**config.mk**
```make
export PLATFORM = sky130hd
export DESIGN_NAME = i2c_req_arbiter
export DESIGN_NICKNAME = d
export VERILOG_FILES = /design/src/rtl/i2c_req_arbiter.sv
export SDC_FILE = /design/constraint.sdc
export NUM_CORES = 1
export LEC_CHECK = 0
export CAP_MARGIN = 20
export CORE_ASPECT_RATIO = 2
export CORE_MARGIN = 8
export CORE_UTILIZATION = 41
export DETAILED_ROUTE_END_ITERATION = 10
export PLACE_DENSITY = 0.87
export SLEW_MARGIN = 20
export SYNTH_ARGS = -nofsm -noshare
export SYNTH_HDL_FRONTEND = slang
export SYNTH_SLANG_ARGS = --single-unit
```
**constraint.sdc**
```tcl
create_clock -name clk -period 3 [get_ports clk]
set_input_delay 0.3 -clock clk [delete_from_list [all_inputs] [get_ports clk]]
set_output_delay 0.3 -clock clk [all_outputs]
set_load 0.05 [all_outputs]
```
**src/rtl/i2c_req_arbiter.sv**
```systemverilog
// Two-requester round-robin front end for an I2C core: grants one requester,
// issues its command for one cycle, waits for completion or timeout, then acks.
module i2c_req_arbiter #(
    parameter int TIMEOUT = 4096,
    parameter int CMDW    = 3
) (
    input  logic            clk,
    input  logic            rst,
    input  logic            req0,
    input  logic [CMDW-1:0] cmd0,
    input  logic [31:0]     wdata0,
    input  logic            req1,
    input  logic [CMDW-1:0] cmd1,
    input  logic [31:0]     wdata1,
    output logic            ack0,
    output logic            ack1,
    output logic [31:0]     rdata,
    output logic            err,
    output logic            busy,
    output logic            owner,
    output logic [31:0]     core_cmd,
    output logic [31:0]     core_data_in,
    input  logic [31:0]     core_data_out,
    input  logic            core_done
);

    localparam int CNTW = ($clog2(TIMEOUT) > 0) ? $clog2(TIMEOUT) : 1;

    typedef enum logic [1:0] {IDLE, ISSUE, WAIT, RESP} state_t;

    state_t          state_reg, state_next;
    logic            ptr_reg;
    logic            owner_reg;
    logic [CMDW-1:0] cmd_reg;
    logic [31:0]     wdata_reg;
    logic [31:0]     rdata_reg;
    logic            err_reg;
    logic [CNTW-1:0] cnt_reg;

    logic            any_req;
    logic            grant;
    logic            timeout_hit;

    assign any_req     = req0 | req1;
    // Contention goes to the pointer; a lone requester wins outright.
    assign grant       = (req0 && req1) ? ptr_reg : req1;
    assign timeout_hit = (cnt_reg == CNTW'(TIMEOUT - 1));

    // State register
    always_ff @(posedge clk or posedge rst) begin
        if (rst) begin
            state_reg <= IDLE;
        end else begin
            state_reg <= state_next;
        end
    end

    // Next-state logic
    always_comb begin
        state_next = state_reg;
        case (state_reg)
            IDLE:    if (any_req) state_next = ISSUE;
            ISSUE:   state_next = (cmd_reg == '0) ? RESP : WAIT;
            WAIT:    if (core_done || timeout_hit) state_next = RESP;
            RESP:    state_next = IDLE;
            default: state_next = IDLE;
        endcase
    end

    // Datapath: latched request, response capture, timeout counter, pointer
    always_ff @(posedge clk or posedge rst) begin
        if (rst) begin
            ptr_reg   <= 1'b0;
            owner_reg <= 1'b0;
            cmd_reg   <= '0;
            wdata_reg <= '0;
            rdata_reg <= '0;
            err_reg   <= 1'b0;
            cnt_reg   <= '0;
        end else begin
            case (state_reg)
                IDLE: begin
                    cnt_reg <= '0;
                    if (any_req) begin
                        owner_reg <= grant;
                        cmd_reg   <= grant ? cmd1 : cmd0;
                        wdata_reg <= grant ? wdata1 : wdata0;
                        rdata_reg <= '0;
                        err_reg   <= 1'b0;
                    end
                end
                ISSUE: begin
                    cnt_reg <= '0;
                    if (cmd_reg == '0) begin
                        err_reg <= 1'b1;
                    end
                end
                WAIT: begin
                    // Completion takes priority over a coincident timeout.
                    if (core_done) begin
                        rdata_reg <= core_data_out;
                        err_reg   <= 1'b0;
                    end else if (timeout_hit) begin
                        rdata_reg <= '0;
                        err_reg   <= 1'b1;
                    end else begin
                        cnt_reg <= cnt_reg + CNTW'(1);
                    end
                end
                RESP: begin
                    cnt_reg <= '0;
                    ptr_reg <= ~owner_reg;
                end
                default: cnt_reg <= '0;
            endcase
        end
    end

    // Output decode
    always_comb begin
        ack0         = (state_reg == RESP) && !owner_reg;
        ack1         = (state_reg == RESP) && owner_reg;
        busy         = (state_reg != IDLE);
        owner        = owner_reg;
        rdata        = rdata_reg;
        err          = err_reg;
        core_cmd     = (state_reg == ISSUE) ? 32'(cmd_reg) : 32'd0;
        core_data_in = (state_reg != IDLE) ? wdata_reg : 32'd0;
    end

endmodule

```
Word-level counts from Yosys, hierarchy flattened
Index checks and enable logic that the tools add are counted.
Storage, ports and cells
  memories: 0
  bits in writable memories: 0
  memory bits (read-only): 0
  register bits: 84
  output and inout port bits: 101
  bits in latches: 0
Operators by class
  divide/modulo/power cells: 0
  multipliers: 0
  magnitude comparators: 0
  equality and inequality tests: 10
  $add $sub $neg: 1
  muxes and demuxes: 21
  shifts and indexed selects: 0
  reductions and logical operators: 16
  bitwise gates (word level): 2
Operators by type and width (number)
  32-bit two-way mux: 5
  32-bit one-hot mux with 2 select lines: 1
  12-bit two-way mux: 2
  12-bit one-hot mux with 2 select lines: 1
  12-bit by 1-bit adder with 12-bit output (second input constant): 1
  12-bit == test (second input constant): 1
  2-bit inequality test (second input constant): 5
  2-bit one-hot mux with 4 select lines: 1
  1-bit two-way mux: 6
  3-bit two-way mux: 2
  2-bit AND reduction: 3
  2-bit == test (second input constant): 2
  2-bit two-way mux: 2
  4-bit AND reduction: 1
  2-bit nonzero test: 2
  1-bit logical AND: 3
  3-bit logical NOT: 1
  3-bit inequality test (second input constant): 1
  1-bit one-hot mux with 3 select lines: 1
  3-bit AND reduction: 1
  3-bit nonzero test: 1
  3-bit OR reduction: 1
  2-bit by 1-bit == test with 1-bit output (second input constant): 1
  2-bit logical NOT: 1
  other kinds (4): 4

Longest topological paths before layout
  depth in word-level cells: 4
  gate-level depth with buffers: 9
  gate-level depth less buffers: 6

Worst setup path before layout
No wires, ideal clock.
  path type: register -> register
  start point: register state_reg[0]
  end point: register rdata_reg[0], in the netlist rdata[0]
  stages on the path, launching flop included: 10
  slack: 738 ps
  data required time: 2879 ps
  data arrival time: 2141 ps
  clock period less this slack: 2262 ps
  path buffers: 3
  path through: dfrtp_1 inv_1 ha_1 buf_4 inv_1 or3_1 and3_1 buf_1 buf_2 a22o_1
On the way
  cells in the longest elaborated chain, start to end: 3
  elaborated cells between the ends (all ways): 7
  those cells by class: eq/ne: 3; mux: 1; reduce/logical: 3
Ends and longest elaborated chain
  start, declared: RTL line 31  | state_t state_reg, state_next;
  start signal, assigned: RTL line 54  | state_reg <= state_next;
  2-bit == test / 2-bit logical NOT (equally long branches): RTL line 81  | case (state_reg)
  3-bit inequality test (no source line) (tied with other cells)
  3-bit AND reduction (no source line)
  end signal, assigned: RTL line 101  | rdata_reg <= core_data_out;
  end, declared: RTL line 36  | logic [31:0] rdata_reg;
Parallel ways exist; a longest one is shown, timed or not.
A chain may end at the register's enable or synchronous reset.

Final worst setup path
  start point: register state_reg[0]
  end point: output port core_data_in[11]
On the way
  cells in the longest elaborated chain, start to end: 2
Ends and longest elaborated chain
  2-bit nonzero test: RTL line 128  | core_data_in = (state_reg != IDLE) ? wdata_reg : 32'd0;
  32-bit two-way mux: RTL line 128
  end, declared: RTL line 22  | output logic [31:0] core_data_in,
No other way between the ends.

==> flow_summary_export.csv <==
group,metric,value,unit
outcome,status,"finished, final reports clean",
critical_path,start_kind,"flip-flop",
logic_synthesis,synthTopCellsByCount,"dfrtp_1 (84), nand2_1 (43), o21ai_0 (42), mux2i_1 (35), nor2b_1 (35)",
job,maxCapViolCount,0,
sta,rsz0062_at_grt,"no",
worst_hold_path,hold_class,"in2async",
sta,finalHoldViolations,0,
logic_synthesis,synth-edff-count,0,
sta,totalNegativeSetupSlack,0,ns
clock_tree,cts.sinks,84,
sta,worst_slew_pin_slew,0.8606,ns
floorplanning,die_y,159.5,um
cells_and_area,fillCellCount,827,
cells_and_area,syn2layout_area_growth,49.42,%
critical_path,worst_r2r_path_depth,7,
cells_and_area,diodes,0,
critical_path,reg2reg_to,"rdata[8]",
logic_synthesis,synth_ff_type,"dfrtp_1",
global_route,grt_usage,17.84,%
detailed_routing,drc,0,
detailed_routing,wl_per_cell,17.27,um
logic_synthesis,async_reset_ff_share,100.0,%
global_route,grt_max_degree,85,
clock_tree,clock_tree.buffer_depth,2,
logic_synthesis,avgSynthCellArea,10.58,um^2
power,p_leak,2.864,nW
logic_synthesis,yosys_warnings,0,
detailed_routing,drt_iter0_drc,125,
sta,post-route-min-period,2.703,ns
clock_tree,cts_root_buf,"clkbuf_16",
floorplanning,initial_core_util,41.85,%
critical_path,worstSetupPathType,"reg2out",
critical_path,cp-end-kind,"output port",
critical_path,required,2.70,ns
floorplanning,die_x,87.74,um
detailed_routing,vias_per_cell,5.086,
floorplanning,core,10080,um^2
logic_synthesis,synth_top_cells_by_area,"dfrtp_1 (50%), mux2i_1 (8.3%), a22o_1 (6.6%)",
clock_tree,clock_latency,0.34,ns
sta,hold_slack,0.3900,ns
sta,setup_viol,0,
sta,maxSlewViolCount,0,
detailed_routing,totalWireLength,12.24,mm
critical_path,crit_fanout,27,
logic_synthesis,ys_ff_latch,84,
clock_tree,ctsHtreeMaxLevel,3,
logic_synthesis,yosys.area.top_type,"dfrtp_1",
logic_synthesis,yosysMostFrequentCell,"dfrtp_1",
sta,max_slew_margin,42.20,%
clock_tree,cts_tree,"yes",
global_route,grt_overflow,0,
floorplanning,num_rows,52,
logic_synthesis,synthDominantCellAreaShare,49.81,%
critical_path,arrival,2.40,ns
floorplanning,die_area,13990,um^2
clock_tree,cts_made_buffers,9,
logic_synthesis,synth_area,4220,um^2
logic_synthesis,synth_cells,399,
sta,fmaxAchievable,370.0,MHz
critical_path,regToRegStartpoint,"state_reg[0]",
detailed_routing,first_pass_iters,4,
detailed_routing,drtAntennaViolNets,0,
clock_tree,cts_resized,0,
clock_tree,clk_pin_slew,0.07,ns
clock_tree,post-cts-setup-buffers,0,
cells_and_area,fin_util,62.53,%
sta,period_share,90.09,%
power,irDropWorstVdd,775.2,uV
cells_and_area,final_nets,682,
global_route,grt_pass1_vias,3905,
global_route,antenna_found_initial,0,
cells_and_area,layout-drive-gt1-share,6.272,%
critical_path,r2r_slack,0.47,ns
logic_synthesis,ys_seq_area_share,49.81,%
clock_tree,postCtsHoldBufs,0,
floorplanning,io_pins,208,
placed_design,port_buffers,178,
sta,finClkSkew,0.01136,ns
logic_synthesis,post_synth_num_cell_types,42,
detailed_routing,vias,3606,
global_route,grt_pass1_wl,19.48,mm
placed_design,hpwl,9.601,mm
power,powerDensity,1050,nW/um^2
placed_design,place_congestion,0.8462,
-- stage by stage --
stage,setup slack [ns],power (mW),instance area (um^2),cells
finish,0.2972,6.624,6306,709
global route,0.1671,6.965,6306,709
CTS,0.2546,6.687,6305,709
detailed placement,0.2849,5.528,5998,693
global placement,0.4680,5.422,5998,693
floorplan,0.5349,4.344,4325,427
-- kinds of logic after synthesis --
group	count (synthesis)	share of synthesized area, %
xor+xnor	3	0.6227
buf+inv	58	8.598
fa+ha+maj	6	1.779
mux	36	8.568
flops	84	49.81
compound gates	99	16.10
simple gates	112	14.44
other cells	1	0.08886
-- layer usage --
metal	track usage, %	wire (um)	vias up
met5	0	0	-
met4	8.366	330	0
met3	5.688	1007	21
met2	31.38	6492	165
met1	18.08	4410	1736
li1	-	-	1684
-- worst max-delay path, cell delays in order (launching register included) --
cell,delay [ns]
dfrtp_1,0.45
inv_1,0.12
ha_1,0.23
buf_4,0.24
nor2b_1,0.15
clkdlybuf4s50_1,0.86
-- power breakdown --
part | switching [mW] | total (mW) | internal (mW)
logic | 2.47 | 3.75 | 1.29
clock network | 0.470 | 1.13 | 0.656
registers | 0.226 | 1.75 | 1.52
total | 3.16 | 6.62 | 3.46
-- how the worst max path moves through the flow --
| stage | startpoint | end | slack, ns | cells after the start |
|---|---|---|---|---|
| 2_1_floorplan | rst | cmd_reg[0] | 0.53 | 1 |
| 3_3_place_gp | state_reg[0] | rdata[2] | 0.47 | 7 |
| 3_5_place_dp | state_reg[0] | rdata[0] | 0.28 | 7 |
| 4_1_cts | state_reg[0] | rdata[8] | 0.25 | 7 |
| 5_1_grt | state_reg[0] | core_data_in[21] | 0.17 | 5 |
| 6_report | state_reg[0] | core_data_in[11] | 0.30 | 5 |
-- layout by cell type, fill, tap and decap left out, types with 4 or more instances in the layout --
cell             count
o31ai_1              4
clkdlybuf4s50_1    172
nor2b_1             35
o21ai_0             41
buf_4               11
nor2_1               4
nand2_1             43
a22o_1              32
mux2i_1             35
clkbuf_16            9
dfrtp_1             84
a21oi_1              4
nand3_1              5
conb_1              29
inv_1                4
ha_1                 6
a21boi_0             4
and2_1               8
-- layout make-up --
cell class                 instances  area [um^2]  share of cell area [%]
tap                              135        168.9                   2.679
inverter                           5        20.02                  0.3175
multi-input combinational        285         1884                   29.88
clock inverter                     7        81.33                   1.290
timing repair buffer             184         1824                   28.93
sequential                        84         2102                   33.33
clock buffer                       9        225.2                   3.571
(Power assumes the default switching activity.)
